--- src/rtl/serial_deserializer_pkg.sv ---
// Shared definitions for the serial link receive/transmit pair.
//   deser_state_t : receive FSM encoding (COLLECT accepts bits, STALL holds a finished word)
//   ORDER_MSB/LSB : bit-order flag values (first bit on the wire is MSB / LSB)
package serial_deserializer_pkg;

    typedef enum logic {
        COLLECT = 1'b0,
        STALL   = 1'b1
    } deser_state_t;

    localparam logic ORDER_MSB = 1'b1;
    localparam logic ORDER_LSB = 1'b0;

endpackage

--- src/rtl/serial_deserializer_if.sv ---
// Handshake bundle for serial_deserializer.
//   serial side : s_valid, s_ready, s_bit, msb_first, sync
//   word side   : m_valid, m_ready, m_data
//   status      : bit_cnt (bits collected in the current partial word)
// master = the environment driving bits and consuming words; slave = the deserializer.
interface serial_deserializer_if #(
    parameter int WIDTH = 8,
    parameter int CNT_W = $clog2(WIDTH)
) ();
    logic             s_valid;
    logic             s_ready;
    logic             s_bit;
    logic             msb_first;
    logic             sync;
    logic             m_valid;
    logic             m_ready;
    logic [WIDTH-1:0] m_data;
    logic [CNT_W-1:0] bit_cnt;

    modport master (
        output s_valid, s_bit, msb_first, sync, m_ready,
        input  s_ready, m_valid, m_data, bit_cnt
    );

    modport slave (
        input  s_valid, s_bit, msb_first, sync, m_ready,
        output s_ready, m_valid, m_data, bit_cnt
    );
endinterface

--- src/rtl/serial_deserializer_out_buf.sv ---
// One-word output register with valid/ready handshake.
//   clk, rst : clock, synchronous active-high reset
//   i_load   : capture i_data this cycle (caller guarantees the slot is free or draining)
//   i_data   : word to capture
//   i_ready  : downstream accepts the presented word
//   o_valid  : word presented
//   o_data   : presented word, held stable until it is replaced
module deser_out_buf #(
    parameter int WIDTH = 8
) (
    input  logic             clk,
    input  logic             rst,
    input  logic             i_load,
    input  logic [WIDTH-1:0] i_data,
    input  logic             i_ready,
    output logic             o_valid,
    output logic [WIDTH-1:0] o_data
);

    logic             r_valid;
    logic [WIDTH-1:0] r_data;

    always_ff @(posedge clk) begin
        if (rst) begin
            r_valid <= 1'b0;
            r_data  <= '0;
        end else if (i_load) begin
            r_valid <= 1'b1;
            r_data  <= i_data;
        end else if (r_valid && i_ready) begin
            // Drain: data is left in place, only valid drops.
            r_valid <= 1'b0;
        end
    end

    assign o_valid = r_valid;
    assign o_data  = r_data;

endmodule

--- src/rtl/serial_deserializer.sv ---
// Serial-in, parallel-out receiver: assembles WIDTH-bit words MSB- or LSB-first
// and presents them through a one-word valid/ready output buffer.
//   clk, rst : clock, synchronous active-high reset
//   bus      : serial_deserializer_if.slave (serial input, word output, bit_cnt status)
module serial_deserializer
    import serial_deserializer_pkg::*;
#(
    parameter int WIDTH = 8,
    parameter int CNT_W = $clog2(WIDTH)
) (
    input  logic                  clk,
    input  logic                  rst,
    serial_deserializer_if.slave  bus
);

    deser_state_t     r_state;
    logic [WIDTH-1:0] r_acc;
    logic [CNT_W-1:0] r_cnt;
    logic             r_order;

    logic             w_collect;
    logic             w_accept;
    logic             w_order;
    logic [WIDTH-1:0] w_shift;
    logic             w_last;
    logic             w_can_load;
    logic             w_load;
    logic [WIDTH-1:0] w_load_data;
    logic             w_m_valid;
    logic [WIDTH-1:0] w_m_data;

    assign w_collect = (r_state == COLLECT);
    // sync discards a bit offered in the same cycle, so it blocks the accept.
    assign w_accept  = bus.s_valid && w_collect && !bus.sync;
    // The first bit of a word uses the live msb_first; later bits use the latched flag.
    assign w_order   = (r_cnt == '0) ? bus.msb_first : r_order;
    assign w_shift   = (w_order == ORDER_MSB) ? {r_acc[WIDTH-2:0], bus.s_bit}
                                              : {bus.s_bit, r_acc[WIDTH-1:1]};
    assign w_last    = (r_cnt == CNT_W'(WIDTH - 1));
    assign w_can_load = !w_m_valid || bus.m_ready;

    // Load the output buffer either with a word completing this cycle or,
    // when stalled, with the word parked in the accumulator.
    assign w_load      = (w_accept && w_last && w_can_load) || (!w_collect && bus.m_ready);
    assign w_load_data = w_collect ? w_shift : r_acc;

    always_ff @(posedge clk) begin
        if (rst) begin
            r_state <= COLLECT;
            r_acc   <= '0;
            r_cnt   <= '0;
            r_order <= ORDER_MSB;
        end else begin
            case (r_state)
                COLLECT: begin
                    if (bus.sync) begin
                        r_acc <= '0;
                        r_cnt <= '0;
                    end else if (w_accept) begin
                        if (r_cnt == '0) begin
                            r_order <= bus.msb_first;
                        end
                        r_acc <= w_shift;
                        if (w_last) begin
                            r_cnt <= '0;
                            if (!w_can_load) begin
                                r_state <= STALL;
                            end
                        end else begin
                            r_cnt <= r_cnt + CNT_W'(1);
                        end
                    end
                end
                STALL: begin
                    if (bus.m_ready) begin
                        r_acc   <= '0;
                        r_state <= COLLECT;
                    end
                end
                default: r_state <= COLLECT;
            endcase
        end
    end

    deser_out_buf #(
        .WIDTH (WIDTH)
    ) u_out_buf (
        .clk     (clk),
        .rst     (rst),
        .i_load  (w_load),
        .i_data  (w_load_data),
        .i_ready (bus.m_ready),
        .o_valid (w_m_valid),
        .o_data  (w_m_data)
    );

    assign bus.s_ready = w_collect;
    assign bus.m_valid = w_m_valid;
    assign bus.m_data  = w_m_data;
    assign bus.bit_cnt = r_cnt;

endmodule

--- src/flat_wrapper.sv ---
// flat-port wrapper written by rule: the top's interface ports become plain ports
module serial_deserializer_flat import serial_deserializer_pkg::*;
#(
    parameter int WIDTH = 8,
    parameter int CNT_W = $clog2(WIDTH)
)
  (clk, rst, bus_s_valid, bus_s_bit, bus_msb_first, bus_sync, bus_m_ready, bus_s_ready, bus_m_valid, bus_m_data, bus_bit_cnt);
  serial_deserializer_if #(.WIDTH(WIDTH), .CNT_W(CNT_W)) bus_i ();
  input  logic clk;
  input  logic rst;
  input wire logic [$bits(bus_i.s_valid)-1:0] bus_s_valid;
  input wire logic [$bits(bus_i.s_bit)-1:0] bus_s_bit;
  input wire logic [$bits(bus_i.msb_first)-1:0] bus_msb_first;
  input wire logic [$bits(bus_i.sync)-1:0] bus_sync;
  input wire logic [$bits(bus_i.m_ready)-1:0] bus_m_ready;
  output wire logic [$bits(bus_i.s_ready)-1:0] bus_s_ready;
  output wire logic [$bits(bus_i.m_valid)-1:0] bus_m_valid;
  output wire logic [$bits(bus_i.m_data)-1:0] bus_m_data;
  output wire logic [$bits(bus_i.bit_cnt)-1:0] bus_bit_cnt;
  assign bus_i.s_valid = bus_s_valid;
  assign bus_i.s_bit = bus_s_bit;
  assign bus_i.msb_first = bus_msb_first;
  assign bus_i.sync = bus_sync;
  assign bus_i.m_ready = bus_m_ready;
  assign bus_s_ready = bus_i.s_ready;
  assign bus_m_valid = bus_i.m_valid;
  assign bus_m_data = bus_i.m_data;
  assign bus_bit_cnt = bus_i.bit_cnt;
  serial_deserializer #(.WIDTH(WIDTH), .CNT_W(CNT_W)) u_core (.clk(clk), .rst(rst), .bus(bus_i));
endmodule
--- config.mk ---
export PLATFORM = sky130hd
export DESIGN_NAME = serial_deserializer_flat
export DESIGN_NICKNAME = d
export VERILOG_FILES = /design/src/rtl/serial_deserializer_pkg.sv /design/src/rtl/serial_deserializer_if.sv /design/src/rtl/serial_deserializer_out_buf.sv /design/src/rtl/serial_deserializer.sv /design/src/flat_wrapper.sv
export SDC_FILE = /design/constraint.sdc
export NUM_CORES = 1
export LEC_CHECK = 0
export ABC_CLOCK_PERIOD_IN_PS = 1600
export CORE_ASPECT_RATIO = 1.25
export CORE_MARGIN = 1.5
export CORE_UTILIZATION = 47
export DETAILED_ROUTE_END_ITERATION = 6
export PLACE_DENSITY_LB_ADDON = 0.15
export RECOVER_POWER = 50
export SLEW_MARGIN = 0
export SYNTH_ARGS = -nofsm -noshare
export SYNTH_HDL_FRONTEND = slang
export SYNTH_HIERARCHICAL = 1
export SYNTH_SLANG_ARGS = --single-unit
--- constraint.sdc ---
create_clock -name clk -period 1.6 [get_ports clk]
set_clock_uncertainty 0.15 [all_clocks]
set_input_delay 0.24 -clock clk [delete_from_list [all_inputs] [get_ports clk]]
set_output_delay 0.24 -clock clk [all_outputs]
set_load 0.1 [all_outputs]
==> flow_summary.toml, run 1 <==
[sta]
max_slew.worst_pin.slew_ps = 385
setup_viol = 11
tns_ps = -641
fin_crit_sh = 1.05
min_period_ps = 1690
worst_slack_ps = -85.4
clock.fmax_ghz = 0.593
maxSlewHeadroom = 0.743
hold_viol_final = 0
slew_viol_final = 0
rsz0062_at_grt = "yes"

[drt]
wire_per_inst_um = 17.3
drt_wl_total_mm = 3.66
vias = 1308
dr.pass1.iters = 4
ant_nets = 0
drc = 0
drt_iter0_drc = 44
vias_per_cell = 6.17

[grt]
grt_start_max_net_pins = 17
grt_remaining_overflow = 0
grt_pass1_wl_mm = 6.19
antenna_found_initial = 0
grt_pass1_vias = 1294
track_usage = 0.274

[layout]
finalNetCount = 190
post-route-util = 0.796
syn_to_final_growth_pct = 56.8
insertedDiodeCount = 0
drive_gt1_frac = 0.425

[floorplan]
core-area_sq_um = 2480
io_pins = 20
die_area_sq_um = 3000
initial_core_util = 0.508
dieHeight_um = 60.8
dieWidth_um = 49.3
num_rows = 20

[critical_path]
path_delay_family = "flip-flops"
worst_path_most_repeated_cell = "ha_1"
critical_path.max_fanout = 5
cp_slowest_stage_delay_ps = 380
critPathRequiredTime_ps = 1670
start_kind = "register"
path_cells = "ha_1 -> ha_1 -> a22oi_2 -> a21oi_2 -> buf_6 -> mux2i_1 -> nor2_1"
cpMaxStageDelayCell = "dfxtp_4"
critPathBufInv = 1
worstPathArrival_ps = 1760
worstSetupPathType = "reg -> reg"
endpoint_kind = "register"

[clocking]
clockBufferDepth = 2
cts_root_buf = "clkbuf_4"
clk_pin_slew_ps = 130
clkSinkCount = 22
cts_made_buffers = 3
htree_num_levels = 1
cts_tree = "yes"
clk_latency_ps = 320
cts_hold_buf = 0

[job]
drv_cap = 0

[placement]
port_buffers = 19
post-place-ws_ps = -285
dp_hpwl_mm = 2.35
gp_congestion = 0.913

[synthesis]
synth_area_sq_um = 1260
synth_seq_cells = 22
syn_inst = 140
ys_types = 34
mappedNetlistNets = 150
synth_top_cell_by_area = "dfxtp_1"
synthTopCellsByArea = "dfxtp_1 35%, o2111ai_1 11%, mux2i_1 6.4%"
yosys_warnings = 6
synth_top_cell_area_share = 0.350
syn_area_per_cell_sq_um = 8.98
seq_area_frac_synth = 0.350

[power_and_ir_drop]
ir_worst_vdd_uv = 553
power_density_nw_per_um2 = 525
leakage_nw = 0.664

[status]
status = "complete, but fails checks"
violations = "negative setup slack"

[worst_hold_path]
hold_class = "reg -> reg"
==> logic make-up after synthesis <==
kind of cell / synth area share
muxes: 0.0637
AOI/OAI and AO/OA: 0.303
and+or+nand+nor: 0.149
buffers and inverters: 0.103
adders and majority gates: 0.0299
DFF: 0.350
==> flip-flops by register name, indices dropped and copies added, names as in the netlist <==
| register | count |
|---|---|
| u_core/bus.bit_cnt | 3 |
| u_core/r_acc | 8 |
| u_core/r_order | 1 |
| u_core/r_state | 1 |
| u_core/u_out_buf/o_data | 8 |
| u_core/u_out_buf/o_valid | 1 |
==> synthesized netlist by cell type <==
cell	count
dfxtp_1	22
nand2_1	16
o2111ai_1	16
inv_1	14
nor2_1	10
mux2i_1	8
o221ai_1	8
o311ai_0	6
a21oi_1	4
buf_2	4
buf_6	3
ha_1	3
a22oi_1	2
clkbuf_1	2
nor2b_1	2
nor3_1	2
a311o_1	1
a31oi_1	1
a32oi_1	1
buf_4	1
clkbuf_2	1
clkinv_1	1
nand2_2	1
nand2b_1	1
nand3_1	1
nand3b_1	1
nor3b_4	1
nor4b_4	1
o211ai_1	1
o211ai_2	1
o21a_1	1
o21ai_2	1
o21bai_1	1
o221ai_2	1
==> cells in the final DEF, fill, tap and decap left out, types with 2 or more instances in the layout <==
cell type,count
a21oi_1,3
buf_12,14
buf_4,20
buf_6,5
clkbuf_4,3
clkdlybuf4s50_1,6
dfxtp_1,17
dfxtp_2,2
dfxtp_4,3
ha_1,2
inv_1,11
inv_2,2
mux2i_1,8
nand2_1,16
nor2_1,10
nor3_1,2
o2111ai_1,7
o2111ai_2,8
o221ai_1,5
o221ai_2,4
o311ai_1,4
==> metrics by stage <==
step | cell area (sq um) | hold slack [ps] | power (mW) | std cells
floorplan | 1360 | 149 | 0.669 | 140
global placement | 1800 | 345 | 0.737 | 202
detailed placement | 1800 | 351 | 0.742 | 202
CTS | 1960 | 376 | 1.03 | 212
global route | 1970 | 399 | 1.08 | 212
finish | 1970 | 373 | 1.04 | 212
==> layer usage <==
layer  vias to the layer above  share of wire  track usage
li1                        613              -            -
met1                       622           0.38        0.309
met2                        52           0.52        0.486
met3                        21          0.045       0.0517
met4                         0          0.049        0.167
met5                         -              0            0
==> power breakdown <==
part           total, mW  switching, mW  internal [mW]
clock              0.277          0.179         0.0976
sequential         0.552        0.00380          0.549
combinational      0.207          0.118         0.0885
total               1.04          0.301          0.735
==> worst reg2reg max path, stage by stage, from the launching register on <==
cell and delay (ps):
dfxtp_4 380, ha_1 150, ha_1 220, a22oi_2 80, a21oi_2 200, buf_6 170, mux2i_1 190, nor2_1 50
==> area by class of cell <==
cell class	instances	area [sq um]
multi-input combinational	93	843
inverter	15	60.1
tap	33	41.3
timing repair buffer	45	547
fill	148	505
clock buffer	4	26.3
sequential	22	454
==> repair_timing <==
action / 4_1_cts / 5_1_grt
endpoints found under the setup margin: 16 / 18
cloned: 3 / 0
pin swaps: 1 / 0
buffers inserted: 3 / 0
gates resized for setup: 19 / 4
==> path summary, 6_finish.rpt <==
check / start / end / slack [ps] / cells past startpoint
hold reg to reg: u_core/r_acc[0] / u_core/r_acc[1] / 370 / 2
setup / recovery: u_core/bus.bit_cnt[0] / u_core/u_out_buf/o_data[6] / -90 / 7
hold / removal: u_core/r_acc[0] / u_core/r_acc[1] / 370 / 2
setup reg to reg: u_core/bus.bit_cnt[0] / u_core/u_out_buf/o_data[6] / -90 / 7
(Power assumes the default switching activity.)
==> run 2: changes to the inputs <==
--- a/config.mk
+++ b/config.mk
@@ -6,9 +6,11 @@
 export NUM_CORES = 1
 export LEC_CHECK = 0
 export ABC_CLOCK_PERIOD_IN_PS = 1600
-export CORE_ASPECT_RATIO = 1.25
+export CELL_PAD_IN_SITES_DETAIL_PLACEMENT = 1
+export CELL_PAD_IN_SITES_GLOBAL_PLACEMENT = 1
+export CORE_ASPECT_RATIO = 0.5
 export CORE_MARGIN = 1.5
-export CORE_UTILIZATION = 47
+export CORE_UTILIZATION = 36
 export DETAILED_ROUTE_END_ITERATION = 6
 export PLACE_DENSITY_LB_ADDON = 0.15
 export RECOVER_POWER = 50
==> run 2 against run 1 <==
Compared with the run above:
- the run still ends with negative setup slack left
- utilization shrank 9.1 points
- sequential power about the same
- sequential share of layout area fell by 2.5 points
- via count is 15% higher
- non-clock buffer count is 13 higher
- design area grew 13%
- combinational power increased by 38%
- first-iteration DRC count rose to 2.9 times the previous value
- critical path depth up 1
- worst setup slack worse by 190 ps
- total power up 17%
- final cell count up 9.4%
- critical path type unchanged
- critical endpoint is now u_core/u_out_buf/o_data[4]
==> flow_summary.toml, run 2 (synthesized netlist as in run 1, its figures left out) <==
[status]
status = "complete, but fails checks"
violations = "negative setup slack"

[sta]
tns_ps = -2190
max_slew.worst_pin.slew_ps = 500
hold_viol_final = 0
fin_crit_sh = 1.17
maxSlewHeadroom = 0.669
slew_viol_final = 0
clock.fmax_ghz = 0.533
setup_viol = 17
rsz0062_at_grt = "yes"
min_period_ps = 1870
worst_slack_ps = -274

[critical_path]
worstPathArrival_ps = 1890
endpoint_kind = "register"
start_kind = "register"
worstSetupPathType = "reg -> reg"
critPathRequiredTime_ps = 1610
critical_path.max_fanout = 16

[clocking]
clk_pin_slew_ps = 80
htree_num_levels = 1
cts_tree = "yes"
clkSinkCount = 22
clk_latency_ps = 270
clockBufferDepth = 2
cts_made_buffers = 3
cts_root_buf = "clkbuf_8"

[drt]
wire_per_inst_um = 28.6
ant_nets = 0
drt_wl_total_mm = 6.64
vias_per_cell = 6.50
drt_iter0_drc = 127
drc = 0
dr.pass1.iters = 4
vias = 1507

[layout]
layout.cells.most_common_list = "22 x buf_4, 17 x dfxtp_1, 14 x buf_6, 14 x nand2_1"
fin_area_sq_um = 2220
finalNetCount = 203
final_common_cell = "buf_4"
fillers = 316
drive_gt1_frac = 0.547
syn_to_final_growth_pct = 76.8
insertedDiodeCount = 0
fin_cells = 232

[power_and_ir_drop]
intPower_uw = 837
netSwitchingFraction = 0.309
p_seq_frac = 0.455
power_density_nw_per_um2 = 545
p_total_mw = 1.21
leakage_nw = 0.777
p_switching_uw = 374
combPwrFrac = 0.236
ir_worst_vdd_uv = 343
clkPwrFrac = 0.309

[floorplan]
initial_core_util = 0.399
io_pins = 20
die_area_sq_um = 3880
core-area_sq_um = 3150
dieHeight_um = 44.8
dieWidth_um = 86.6
num_rows = 14

[job]
drv_cap = 0

[placement]
port_buffers = 19
place_inst = 211
gp_congestion = 0.825
post-place-ws_ps = -354
dp_hpwl_mm = 2.95
place_area_sq_um = 1830

[grt]
track_usage = 0.323
grt_use_met2 = 0.517
use_met1 = 0.413
antenna_found_initial = 0
grt_start_max_net_pins = 17
grt-busiest-layer = "met2"
grt_pass1_vias = 1566
grt_pass1_wl_mm = 8.99
grtUsageMet3 = 0.106
grt_remaining_overflow = 0

[worst_hold_path]
hold_class = "reg -> reg"
==> run 2: area by class of cell <==
type                    instances  area (sq um)  share of cell area
well taps                      40          50.0              0.0225
clock buffers                   3          41.3              0.0186
multi-input cells              93           981               0.441
flip-flops and latches         22           457               0.205
inverters                      15          65.1              0.0293
repair buffers                 58           626               0.281
clock inverters                 1          3.75             0.00169
==> run 2: power groups by stage <==
stage | registers (mW) | clock network, mW | logic (mW)
after floorplan | 0.576 | 0 | 0.0935
after global placement | 0.563 | 0 | 0.181
after detailed placement | 0.564 | 0 | 0.188
after CTS | 0.550 | 0.375 | 0.231
after global routing | 0.551 | 0.408 | 0.296
final | 0.551 | 0.374 | 0.286
==> run 2: final timing paths <==
path                                      to  slack (ps)                        from  cells after the start
hold / removal    u_core/u_out_buf/o_data[5]         380  u_core/u_out_buf/o_data[5]                      2
hold reg to reg   u_core/u_out_buf/o_data[5]         380  u_core/u_out_buf/o_data[5]                      2
setup reg to reg  u_core/u_out_buf/o_data[4]        -270       u_core/bus.bit_cnt[1]                      8
setup / recovery  u_core/u_out_buf/o_data[4]        -270       u_core/bus.bit_cnt[1]                      8
==> run 2: worst max-delay path, cell delays in order (launching register included) <==
cell       delay, ps
dfxtp_4          370
inv_4             40
ha_4             150
nor2b_4          150
buf_8            170
o2111ai_1        260
o311ai_1         180
mux2i_1          210
nor2_1            80
==> run 2: repair_timing <==
| action | CTS | global route |
|---|---|---|
| cloned | 3 | 1 |
| gates resized for setup | 35 | 27 |
| setup buffers | 10 | 4 |
| pin swaps | 6 | 9 |
| hold buffers | 0 | 0 |
| endpoints found under the setup margin | 18 | 20 |
==> run 2: per-stage QoR <==
stage | hold WS [ps] | util
floorplan | 149 | -
global placement | 345 | 0.580
detailed placement | 355 | 0.580
CTS | 375 | 0.684
global route | 416 | 0.705
finish | 382 | 0.705
==> run 2: routing by layer <==
| layer | up-vias | wire, um |
|---|---|---|
| met3 | 20 | 590 |
| met5 | - | 0 |
| li1 | 639 | - |
| met2 | 105 | 3090 |
| met1 | 743 | 2790 |
| met4 | 0 | 164 |
